[src/rtl/ring_router_rr.sv]
// One node of a bidirectional ring NoC: three input FIFOs, shortest-path
// injection, through/local output arbitration and a valid/ready eject port.
module ring_router_rr #(
  parameter int NUM_NODES        = 4,
  parameter int ROUTER_ID        = 0,
  parameter int TS_W             = 16,
  parameter int ID_W             = 16,
  parameter int PACKET_SIZE      = 1 + TS_W + 2*ID_W,
  parameter int BUFFER_SIZE      = 4,
  parameter int BUFFER_THRESHOLD = 2,
  parameter int ARB_MODE         = 1
) (
  input  logic                   clk,
  input  logic                   rst_n,
  input  logic [TS_W-1:0]        clk_counter,
  input  logic [PACKET_SIZE-1:0] link_east_in,
  input  logic [PACKET_SIZE-1:0] link_west_in,
  input  logic                   backpressure_east_rd,
  input  logic                   backpressure_west_rd,
  output logic [PACKET_SIZE-1:0] link_east_out,
  output logic [PACKET_SIZE-1:0] link_west_out,
  output logic                   backpressure_east_wr,
  output logic                   backpressure_west_wr,
  input  logic                   inject_valid,
  input  logic [PACKET_SIZE-1:0] inject_packet,
  output logic                   inject_ready,
  output logic                   eject_valid,
  output logic [PACKET_SIZE-1:0] eject_packet,
  input  logic                   eject_ready,
  output logic [63:0]            total_packet_recieve,
  output logic [63:0]            total_latency,
  output logic [63:0]            total_packet_dropped
);

  localparam int  PW     = PACKET_SIZE;
  localparam int  AW     = $clog2(BUFFER_SIZE);
  localparam int  TS_LSB = 2*ID_W;
  localparam bit  RR     = (ARB_MODE != 0);

  // index 0 = E (from east link), 1 = W (from west link), 2 = L (inject)
  logic [PW-1:0] mem [3][BUFFER_SIZE];
  logic [AW:0]   wr_ptr [3];
  logic [AW:0]   rd_ptr [3];
  logic [AW:0]   cnt    [3];
  logic [AW:0]   cnt_nx [3];
  logic [PW-1:0] wdata  [3];
  logic [PW-1:0] head   [3];
  logic [2:0]    full, empty, push, pop;
  logic [1:0]    drop;

  always_comb begin
    for (int i = 0; i < 3; i++) begin
      cnt[i]   = wr_ptr[i] - rd_ptr[i];
      full[i]  = (cnt[i] == (AW+1)'(BUFFER_SIZE));
      empty[i] = (cnt[i] == '0);
      head[i]  = mem[i][rd_ptr[i][AW-1:0]];
    end
  end

  assign wdata[0] = link_east_in;
  assign wdata[1] = link_west_in;
  assign wdata[2] = {inject_packet[PW-1] | 1'b1, inject_packet[PW-2:0]};

  assign inject_ready = !full[2];

  // a full FIFO still accepts when its head leaves this cycle
  assign push[0] = link_east_in[PW-1] && (!full[0] || pop[0]);
  assign push[1] = link_west_in[PW-1] && (!full[1] || pop[1]);
  assign push[2] = inject_valid && !full[2];
  assign drop[0] = link_east_in[PW-1] && full[0] && !pop[0];
  assign drop[1] = link_west_in[PW-1] && full[1] && !pop[1];

  always_comb begin
    for (int i = 0; i < 3; i++)
      cnt_nx[i] = cnt[i] + (AW+1)'(push[i]) - (AW+1)'(pop[i]);
  end

  logic        e_ej, e_thru, w_ej, w_thru;
  logic        l_ej, l_east, l_west;
  logic [31:0] d_l;

  assign e_ej   = !empty[0] && (head[0][ID_W-1:0] == ID_W'(ROUTER_ID));
  assign e_thru = !empty[0] && !e_ej;
  assign w_ej   = !empty[1] && (head[1][ID_W-1:0] == ID_W'(ROUTER_ID));
  assign w_thru = !empty[1] && !w_ej;

  assign d_l = (32'(head[2][ID_W-1:0]) + 32'(NUM_NODES)
               - 32'(ROUTER_ID)) % 32'(NUM_NODES);
  assign l_ej   = !empty[2] && (d_l == 32'd0);
  assign l_east = !empty[2] && (d_l != 32'd0)
                  && (d_l <= 32'(NUM_NODES/2));
  assign l_west = !empty[2] && (d_l > 32'(NUM_NODES/2));

  // rr pointer: 0 favours through traffic, 1 favours local
  logic rr_e, rr_w;
  logic gnt_e_t, gnt_e_l, gnt_w_t, gnt_w_l;

  assign gnt_e_t = !backpressure_east_rd && w_thru
                   && (!l_east || !RR || !rr_e);
  assign gnt_e_l = !backpressure_east_rd && l_east
                   && (!w_thru || (RR && rr_e));
  assign gnt_w_t = !backpressure_west_rd && e_thru
                   && (!l_west || !RR || !rr_w);
  assign gnt_w_l = !backpressure_west_rd && l_west
                   && (!e_thru || (RR && rr_w));

  logic          ej_load;
  logic [2:0]    ej_req, ej_gnt;
  logic [1:0]    ej_ptr, ej_nxt;
  logic [PW-1:0] ej_data;

  assign ej_load = !eject_valid || eject_ready;
  assign ej_req  = {l_ej, w_ej, e_ej};

  always_comb begin
    ej_gnt = '0;
    ej_nxt = ej_ptr;
    for (int k = 0; k < 3; k++) begin
      int idx;
      idx = (int'(ej_ptr) + k) % 3;
      if (ej_load && (ej_gnt == 3'b000) && ej_req[idx]) begin
        ej_gnt[idx] = 1'b1;
        ej_nxt      = 2'((idx + 1) % 3);
      end
    end
  end

  always_comb begin
    unique case (1'b1)
      ej_gnt[0]: ej_data = head[0];
      ej_gnt[1]: ej_data = head[1];
      ej_gnt[2]: ej_data = head[2];
      default:   ej_data = '0;
    endcase
  end

  assign pop[0] = gnt_w_t || ej_gnt[0];
  assign pop[1] = gnt_e_t || ej_gnt[1];
  assign pop[2] = gnt_e_l || gnt_w_l || ej_gnt[2];

  logic [PW-1:0] east_nx, west_nx;

  always_comb begin
    unique case (1'b1)
      gnt_e_t: east_nx = head[1];
      gnt_e_l: east_nx = head[2];
      default: east_nx = '0;
    endcase
    unique case (1'b1)
      gnt_w_t: west_nx = head[0];
      gnt_w_l: west_nx = head[2];
      default: west_nx = '0;
    endcase
  end

  logic [TS_W-1:0] lat;
  assign lat = clk_counter - eject_packet[TS_LSB +: TS_W];

  always_ff @(posedge clk) begin
    for (int i = 0; i < 3; i++)
      if (push[i]) mem[i][wr_ptr[i][AW-1:0]] <= wdata[i];
  end

  always_ff @(posedge clk or negedge rst_n) begin
    if (!rst_n) begin
      for (int i = 0; i < 3; i++) begin
        wr_ptr[i] <= '0;
        rd_ptr[i] <= '0;
      end
      link_east_out        <= '0;
      link_west_out        <= '0;
      backpressure_east_wr <= 1'b0;
      backpressure_west_wr <= 1'b0;
      rr_e                 <= 1'b0;
      rr_w                 <= 1'b0;
      ej_ptr               <= 2'd0;
      eject_valid          <= 1'b0;
      eject_packet         <= '0;
      total_packet_recieve <= '0;
      total_latency        <= '0;
      total_packet_dropped <= '0;
    end else begin
      for (int i = 0; i < 3; i++) begin
        if (push[i]) wr_ptr[i] <= wr_ptr[i] + 1'b1;
        if (pop[i])  rd_ptr[i] <= rd_ptr[i] + 1'b1;
      end
      link_east_out <= east_nx;
      link_west_out <= west_nx;
      backpressure_east_wr <=
        int'(cnt_nx[0]) >= BUFFER_SIZE - BUFFER_THRESHOLD;
      backpressure_west_wr <=
        int'(cnt_nx[1]) >= BUFFER_SIZE - BUFFER_THRESHOLD;
      if (gnt_e_t) rr_e <= 1'b1;
      if (gnt_e_l) rr_e <= 1'b0;
      if (gnt_w_t) rr_w <= 1'b1;
      if (gnt_w_l) rr_w <= 1'b0;
      ej_ptr <= ej_nxt;
      if (ej_load) begin
        eject_valid <= |ej_gnt;
        if (|ej_gnt) eject_packet <= ej_data;
      end
      if (eject_valid && eject_ready) begin
        total_packet_recieve <= total_packet_recieve + 64'd1;
        total_latency        <= total_latency + 64'(lat);
      end
      total_packet_dropped <= total_packet_dropped
                              + 64'(drop[0]) + 64'(drop[1]);
    end
  end

endmodule

[config.mk]
export PLATFORM = sky130hd
export DESIGN_NAME = ring_router_rr
export DESIGN_NICKNAME = d
export VERILOG_FILES = /design/src/rtl/ring_router_rr.sv
export SDC_FILE = /design/constraint.sdc
export NUM_CORES = 1
export LEC_CHECK = 0
export ABC_CLOCK_PERIOD_IN_PS = 18200
export CAP_MARGIN = 15
export CORE_MARGIN = 2
export CORE_UTILIZATION = 55
export CTS_BUF_LIST = sky130_fd_sc_hd__clkbuf_4 sky130_fd_sc_hd__clkbuf_8 sky130_fd_sc_hd__clkbuf_16
export DETAILED_ROUTE_END_ITERATION = 8
export PLACE_DENSITY = 0.87
export SLEW_MARGIN = 20
export SYNTH_ARGS = -nofsm -noshare
export SYNTH_HDL_FRONTEND = slang
export SYNTH_SLANG_ARGS = --single-unit
[constraint.sdc]
create_clock -name clk -period 18.2 [get_ports clk]
set_input_delay 1.82 -clock clk [delete_from_list [all_inputs] [get_ports clk]]
set_output_delay 1.82 -clock clk [all_outputs]
set_load 0.1 [all_outputs]
==> results of run 1 <==
per-layer routing:
metal	share of wire	vias to the layer above	global-route usage
met3	0.099	326	0.0742
met1	0.35	12900	0.367
met4	0.045	10	0.149
li1	-	10700	-
met5	0.00056	-	0
met2	0.50	1604	0.523
stage by stage:
step	instances	instance area [µm²]	power [mW]	hold WS (ps)
floorplan	2516	39400	6.76	411
global placement	3900	45600	8.09	421
detailed placement	3900	45600	8.25	424
CTS	4078	48800	10.3	451
global route	4092	48900	10.7	473
finish	4095	48900	10.3	455
cell usage after synthesis (3+ instances only):
cell / instances
a211oi_1: 10
a21boi_0: 4
a21o_1: 9
a21oi_1: 76
a222oi_1: 49
a22o_1: 96
a31oi_1: 5
and2_1: 22
and3_1: 51
and4_1: 10
buf_1: 9
buf_2: 6
clkbuf_1: 81
dfrtp_1: 364
dfxtp_1: 4
edfxtp_1: 584
fa_1: 7
ha_1: 70
inv_1: 81
mux2_2: 4
mux2i_1: 5
mux4_1: 10
mux4_2: 137
nand2_1: 138
nand2b_1: 3
nand3_1: 75
nand4_1: 35
nor2_1: 134
nor2b_1: 12
nor3_1: 30
nor4_1: 17
o211ai_1: 3
o21a_1: 6
o21ai_0: 46
o21bai_1: 18
o31ai_1: 6
or2_2: 13
or3_1: 9
xnor2_1: 157
xor2_1: 71
cell type report:
type,instances,area (µm²)
repair buffers,534,5290
multi-input cells,1383,12000
flip-flops and latches,952,26700
well taps,950,1190
inverters,81,304
clock buffers,124,2710
diodes,17,42.5
clock inverters,54,569
fillers,4492,22400
cell families (layout without fill, tap and decap cells):
logic type               Yosys count  count (layout)  synth area share
AND/OR/NAND/NOR                  562             562            0.0704
adder cells (fa/ha/maj)           77              77            0.0258
AO/OA/AOI/OAI                    357             357            0.0685
XOR/XNOR                         229             229            0.0511
flip-flops                       952             952             0.678
multiplexers                     158             158            0.0880
other                              0              17                 0
buffers and inverters            181             793            0.0182
report_power, final:
part | internal, mW | switching (mW) | leakage [nW]
clock | 1.19 | 0.848 | 1.63
sequential | 2.89 | 0.273 | 10.1
combinational | 1.60 | 3.55 | 6.86
total | 5.67 | 4.67 | 18.6
registers in the layout, summed over array words and instances, names as in the netlist:
name,cells
total_packet_dropped,64
total_latency,64
eject_valid,1
rd_ptr,9
backpressure_west_wr,1
mem,588
wr_ptr,9
total_packet_recieve,64
link_east_out,49
rr_e,1
eject_packet,49
link_west_out,49
rr_w,1
backpressure_east_wr,1
ej_ptr,2
placed cells by master (no fill, tap or decap), types with 12 or more instances in the layout:
| cell type | n |
|---|---|
| edfxtp_1 | 584 |
| clkdlybuf4s50_1 | 507 |
| dfrtp_1 | 358 |
| xnor2_1 | 157 |
| nand2_1 | 137 |
| mux4_2 | 137 |
| nor2_1 | 134 |
| clkbuf_16 | 98 |
| a22o_1 | 96 |
| inv_1 | 81 |
| a21oi_1 | 76 |
| nand3_1 | 75 |
| xor2_1 | 71 |
| ha_1 | 70 |
| a222oi_1 | 49 |
| and3_1 | 47 |
| o21ai_0 | 46 |
| nand4_1 | 35 |
| nor3_1 | 30 |
| buf_4 | 25 |
| clkinv_2 | 21 |
| diode_2 | 17 |
| o21bai_1 | 17 |
| nor4_1 | 16 |
| clkbuf_4 | 16 |
| and2_1 | 14 |
| or2_2 | 13 |
| nor2b_1 | 12 |
how the worst min path moves through the flow:
| stage | startpoint | endpoint | slack [ps] | cells past startpoint |
|---|---|---|---|---|
| final | mem[0][587]$_DFF_P_ | mem[0][587]$_DFF_P_ | 460 | 1 |
| after global routing | mem[0][587]$_DFF_P_ | mem[0][587]$_DFF_P_ | 470 | 1 |
| after CTS | mem[0][587]$_DFF_P_ | mem[0][587]$_DFF_P_ | 450 | 1 |
| after detailed placement | mem[0][538]$_DFF_P_ | mem[0][538]$_DFF_P_ | 420 | 1 |
| after global placement | mem[0][489]$_DFF_P_ | mem[0][489]$_DFF_P_ | 420 | 1 |
| after floorplan | mem[0][489]$_DFF_P_ | mem[0][489]$_DFF_P_ | 410 | 1 |
==> impl_results.md, run 1 <==
- Period minus WS final: approximately 11000 ps
- Worst slew margin: 0.218
- Core ar.: just over 0.07 mm²
- Post-Route Utilization: 0.686
- Vias in the first global route: 26400
- Seq/Total Area, Yosys: 0.678
- Share of cells above drive strength 1: 0.125
- Worst setup EP type: register
- H-Tree Depth: 3
- Initial antenna violation count: 23
- Post-cts sizing count: 0
- Final Hold Fails: 0
- FF-to-FF path depth: 35
- Total negative setup slack: 0 ps
- Post-synth ARST share: 0.382
- R2R setup slack: between 7000 and 8000 ps
- RSZ-0062 raised after global routing: false
- Synth top area share: 0.445
- GRT overflow: 0
- Die Span X: 272 µm
- Synthesized flop and latch total: between 900 and 1000
- Avg Cell Area, Syn: ~16 µm²
- Postcts setup bufs: 0
- Nature of the critical path startpoint: register
- CTS Sinks: roughly 950
- CP Launch Point: rd_ptr[3]$_DFFE_PN0N_
- Final Setup Violations: 0
- Peak VDD IR: ~0.00023 V
- Synth area leaders: edfxtp_1 44%, dfrtp_1 23%, mux4_2 7.8%, xnor2_1 3.5%, ha_1 2.2%
- Yosys warnings: 0
- Rows: a little under 100
- HP Class: register to register
- Max Fanout on Critical Path: 30
- Syn Inst Count: around 2500
- Initial Util: 0.553
- Die area: about 0.074 mm²
- IO Count: 512
- Routed Antenna Nets: 0
- P per Cell Area: about 210 mW/mm²
- TritonCTS Buffers: 95
- Distinct cell type count of the synthesized netlist: 80
- Netlist Area Pre-Place: slightly below 0.04 mm²
- Max Clk Rate: between 90 and 100 MHz
- DRC violations left: 0
- Syn_nets: about 2800
- Post-CTS Hold Buffers: 0
- Launching point of the worst reg2reg path: rd_ptr[3]$_DFFE_PN0N_
- Avg WL per Cell: about 28 µm
- Worst-Skew Late Latency: between 600 and 700 ps
- CTS root buf: clkbuf_16
- # nets final: 3293
- Input/output buffers: 510
- Worst path bufs/invs: 5
- Status: finished clean
- Top_reg_cell synth: edfxtp_1
- Count of pins over their slew limit: 0
- R2R Path End: ej_ptr[0]$_DFFE_PN0P_
- Slew @ Worst Pin: 1170 ps
- Placement Setup Slack: 7800 ps
- Clock buffer depth: 3
- Final wirelength: 114 mm
- Area grow syn2layout: 24.0%
- Global Route Usage Sum: 0.306
- Critical Path RT: roughly 19000 ps
- Largest net degree at the start of global routing: slightly above 90
- Die H: approximately 270 µm
- First-pass GRT wire length: between 150 and 200 mm
- Routability Congestion: around 0.90
- Vias post-DR: around 26000
- EDFF count, synth: 584
- Most frequent CP cell: ha_1
- Clk slew on worst S/H paths: ~60 ps
- CP top delay family: compound AO/OA/AOI/OAI gates
- WP data arrival: approximately 11000 ps
- Final setup skew: ~36 ps
- Vias per cell: 6.24
- CP Capture Point: ej_ptr[0]$_DFFE_PN0P_
- First-pass detailed-route iteration total: 7
- Post-synth top area cell: edfxtp_1
- Ratio of final minimum period to clock period: 0.581
- Initial drt markers: between 2000 and 3000
- Final Worst Setup Slack: 7630 ps
- Dpl hpwl: 73.1 mm
- Crit path depth: 35
- CP max stage delay: between 800 and 900 ps
- CTS tree: done
- Critical path type: register to register
- CP max stage cell: dfrtp_4
- # Max-Cap Violations: 0
- Leakage: approximately 19 nW
Note: power is estimated with default switching activity, not from simulation.
==> run 2: changes to the inputs <==
Settings changed: ABC_CLOCK_PERIOD_IN_PS 18200 to 10700.
Clock period 18.2 ns to 10.7 ns, I/O delays scaled along.
==> run 2 against run 1 <==
Flip-flop and latch count unchanged. Largest power group unchanged. Global-route usage down 0.11 points. Register-to-register slack worse by 6800 ps. Wire length fell by 1.2%. Critical path type unchanged. Clock skew up 5.7 ps.
==> impl_results.md, run 2 (same netlist as run 1, synthesis figures left out) <==
- IO Count: roughly 510
- Vias in the first global route: 26500
- Routability Congestion: 0.901
- Sequential power share: 0.305
- Final wirelength: ~110 mm
- Routed Antenna Nets: 0
- Share of cells above drive strength 1: 0.127
- Final setup skew: 41.3 ps
- RSZ-0062 raised after global routing: false
- Vias post-DR: 25500
- CTS tree: done
- Clock buffer depth: 3
- P per Cell Area: approximately 360 mW/mm²
- CP max stage cell: dfrtp_2
- Largest net degree at the start of global routing: 92
- Commonest non-fill, non-tap cell in the layout: edfxtp_1
- Ratio of final minimum period to clock period: 0.924
- Die Span X: 272 µm
- Worst path bufs/invs: 4
- CTS Sinks: 952
- Die H: 272 µm
- Max Fanout on Critical Path: 30
- Status: finished clean
- Pint: a little under 10 mW
- CP top delay family: simple AND/OR/NAND/NOR gates
- # Max-Cap Violations: 0
- Final Hold Fails: 0
- Core ar.: just over 0.07 mm²
- Placement Setup Slack: about 780 ps
- Period minus WS final: just under 10000 ps
- Comb power frac: 0.493
- Clock share of power: 0.201
- TritonCTS Buffers: 95
- Initial drt markers: 2927
- First-pass GRT wire length: ~170 mm
- Most frequent CP cell: ha_1
- Leakage: 18.7 nW
- Sw frac: 0.451
- # nets final: 3296
- Max Clk Rate: 101 MHz
- CTS root buf: clkbuf_16
- Worst slew margin: 0.228
- First-pass detailed-route iteration total: 6
- Critical path type: register to register
- H-Tree Depth: 3
- Rows: ~100
- Final Worst Setup Slack: between 800 and 900 ps
- Clk slew on worst S/H paths: about 60 ps
- FF-to-FF path depth: 34
- Commonest cells after routing, fill and taps aside: 584 x edfxtp_1, 507 x clkdlybuf4s50_1, 358 x dfrtp_1, 157 x xnor2_1, 138 x nand2_1
- Dpl hpwl: 72.6 mm
- Number of flip-flops under the largest register name: between 500 and 600
- Count of pins over their slew limit: 0
- WP data arrival: around 10000 ps
- Initial Util: 0.553
- Crit path depth: 34
- Post-cts sizing count: 0
- Peak VDD IR: roughly 0.00038 V
- Critical Path RT: ~11000 ps
- Nature of the critical path startpoint: register
- Final Setup Violations: 0
- Vias per cell: approximately 6.2
- Input/output buffers: between 500 and 600
- Worst setup EP type: register
- DRC violations left: 0
- HP Class: input pin to asynchronous set/reset pin
- Total negative setup slack: 0 ps
- Area grow syn2layout: 24.4%
- Slew @ Worst Pin: approximately 1200 ps
- GRT overflow: 0
- FILL cells: 4437
- Initial antenna violation count: 17
- Worst-Skew Late Latency: ~680 ps
- Avg WL per Cell: between 20 and 30 µm
- Global Route Usage Sum: 0.305
- CP max stage delay: 980 ps
- Net Switching: 7.99 mW
- Die area: 0.0738 mm²
==> run 2: worst reg2reg max path, delay by kind of cell (launching register included) <==
| kind | cells | cell delay, ps |
|---|---|---|
| AOI/OAI and AO/OA | 10 | 2310 |
| xor gates and xnor gates | 3 | 580 |
| adders and majority gates | 4 | 1250 |
| buffers and inverters | 4 | 680 |
| DFF | 1 | 980 |
| muxes | 3 | 1160 |
| and+or+nand+nor | 10 | 2840 |
==> run 2: per-stage QoR <==
step	cell area (µm²)	utilization	hold slack [ps]	power [mW]	cells
5_1_grt	49000	0.688	464	18.4	4091
6_report	49000	0.688	416	17.7	4094
4_1_cts	49000	0.688	432	17.7	4082
3_5_place_dp	45600	0.640	433	14.0	3902
2_1_floorplan	39400	-	411	11.5	2516
3_3_place_gp	45600	0.640	422	13.7	3902
==> run 2: worst paths after layout <==
kind | from | endpoint | slack [ps]
max | rd_ptr[4]$_DFFE_PN0N_ | ej_ptr[0]$_DFFE_PN0P_ | 820
min | rst_n | total_packet_dropped[57]$_DFF_PN0_ | 420
max reg2reg | rd_ptr[4]$_DFFE_PN0N_ | ej_ptr[0]$_DFFE_PN0P_ | 820
min reg2reg | mem[0][538]$_DFF_P_ | mem[0][538]$_DFF_P_ | 450
max in group asynchronous | rst_n | total_packet_dropped[10]$_DFF_PN0_ | 8290
min in group clk | mem[0][538]$_DFF_P_ | mem[0][538]$_DFF_P_ | 450
==> run 2: routing by layer <==
metal	wire (µm)	global-route usage	vias to the layer above
li1	-	-	10700
met1	39600	0.369	12900
met2	57800	0.529	1559
met3	11200	0.0757	311
met4	4420	0.121	10
met5	63	0	-
==> run 2: final cells by class <==
type	instances	area, µm²	area share
antenna	11	27.5	0.000561
clock buffer	124	2730	0.0556
clock inverter	56	683	0.0139
inverter	81	304	0.00620
multi-input combinational	1383	12000	0.246
sequential	952	26700	0.545
tap	950	1190	0.0242
timing repair buffer	537	5320	0.109
==> run 2: repair_timing <==
action	4_1_cts	5_1_grt
buffers inserted	0	1
endpoints found under the hold margin	0	0
hold buffers	0	0
endpoints found under the setup margin	0	1
==> run 2: power groups by stage <==
| stage | Combinational [mW] | Clock (mW) | Sequential [mW] |
|---|---|---|---|
| 6_report | 8.74 | 3.57 | 5.40 |
| 5_1_grt | 9.19 | 3.74 | 5.47 |
| 4_1_cts | 8.65 | 3.60 | 5.42 |
| 3_5_place_dp | 8.54 | 0 | 5.47 |
| 3_3_place_gp | 8.33 | 0 | 5.40 |
| 2_1_floorplan | 4.22 | 0 | 7.28 |
==> patch: new RTL, flow settings as in run 2 <==
Set the parameter `ARB_MODE` to 0 (it was 1).
--- a/src/rtl/ring_router_rr.sv
+++ b/src/rtl/ring_router_rr.sv
@@ -9,5 +9,5 @@
   parameter int BUFFER_SIZE      = 4,
   parameter int BUFFER_THRESHOLD = 2,
-  parameter int ARB_MODE         = 1
+  parameter int ARB_MODE         = 0
 ) (
   input  logic                   clk,
Check against the original RTL: not settled (the Yosys comparison gave no result); the edit may change what the design does.
==> patch against run 2 <==
- first-iteration DRC count is 14% higher
- non-clock buffer count is 6 higher
- cell area is 0.65% lower
- worst setup slack worse by 0.049 ns
- sequential cell count is 2 lower
- clock power is 3% lower
- power is 1.7% lower
- global-route usage is 1.1 points higher
- synthesized area is 0.61% lower
- routed wire length is 3.1% higher
- largest cell class unchanged
==> patch: results (changes against run 2) <==
* Top cells by count, synth: edfxtp_1, dfrtp_1, xnor2_1, mux4_2, nand2_1
* Worst min path class: register to register
* Layout cells sized above 1 at 13.01% (+0.27 points)
* Vias in the first global route at 26490 (+0.053%)
* RR Startpoint: rd_ptr[6]
* Met3 WL at 13.21 mm (+18%)
* Post-DR vias/cell at 6.364 (+2.3%)
* Seq/Total Area, Yosys at 68.09% (+0.29 points)
* Largest net degree at the start of global routing at 113 (+23%)
* Worst Setup EP: ej_ptr[1]
* Status: finished clean
* Multi-input combinational area share at 24.37% (-0.19 points)
* Switch share at 45.07% (-0.059 points)
* 1st-pass router iterations at 9 (+3)
* Seq area share at 54.78% (+0.25 points)
* N_diodes at 12 (+1)
* Hpwl dp at 75.87 mm (+4.5%)
* First DRT Iteration DRCs at 3325 (+14%)
* Worst clock skew at 0.05997 ns (+0.01863 ns)
* Clkbuf count at 129 (+4.0%)
* P_seq at 0.00545 W (+0.9%)
* Complex-gate fraction of the synthesized area at 6.732% (-0.12 points)
* Synth Area in XOR/XNOR at 5.276% (+0.17 points)
* Tightest Pin Transition at 1.168 ns (+0.01317 ns)
* Clock buf/inv share at 6.815% (-0.14 points)
* Routed met1 length at 39.15 mm (-1.2%)
* Crit path arrival time at 10.44 ns (-0.03 ns)
* Met1 Track Usage GR at 37.68% (+0.79 points)
* VDD IR max at 0.3318 mV (-12%)
* M3 GR Usage at 8.875% (+1.3 points)
* Inverters at 73 (-9.9%)
* Multi-input comb cells at 1334 (-3.5%)
## patch: cell count changes after synthesis, moves of 6 or more
cell,before,now
nor4_1,17,11
nor2_1,134,118
a21oi_1,76,82
and3_1,51,60
nand3_1,75,64
xor2_1,71,64
inv_1,81,72
xnor2_1,157,165
nand4_1,35,19
o21ai_0,46,35
nor3_1,30,22
## patch: metrics by stage
| stage | worst slack (ns) | std cells | hold slack (ns) | power [W] |
|---|---|---|---|---|
| finish | 0.7687 | 4027 | 0.4694 | 0.01741 |
| global route | 0.2545 | 4025 | 0.4784 | 0.01800 |
| CTS | 0.9570 | 4015 | 0.4695 | 0.01734 |
| detailed placement | 1.018 | 3840 | 0.4372 | 0.01370 |
| global placement | 1.290 | 3840 | 0.4207 | 0.01338 |
| floorplan | 2.307 | 2459 | 0.4113 | 0.01131 |
## patch: worst min path at each step
stage	to	depth (start not counted)
floorplan	mem[0][489]	1
global route	total_latency[63]	1
global placement	mem[0][489]	1
detailed placement	mem[0][440]	1
finish	total_latency[63]	1
CTS	total_latency[63]	1
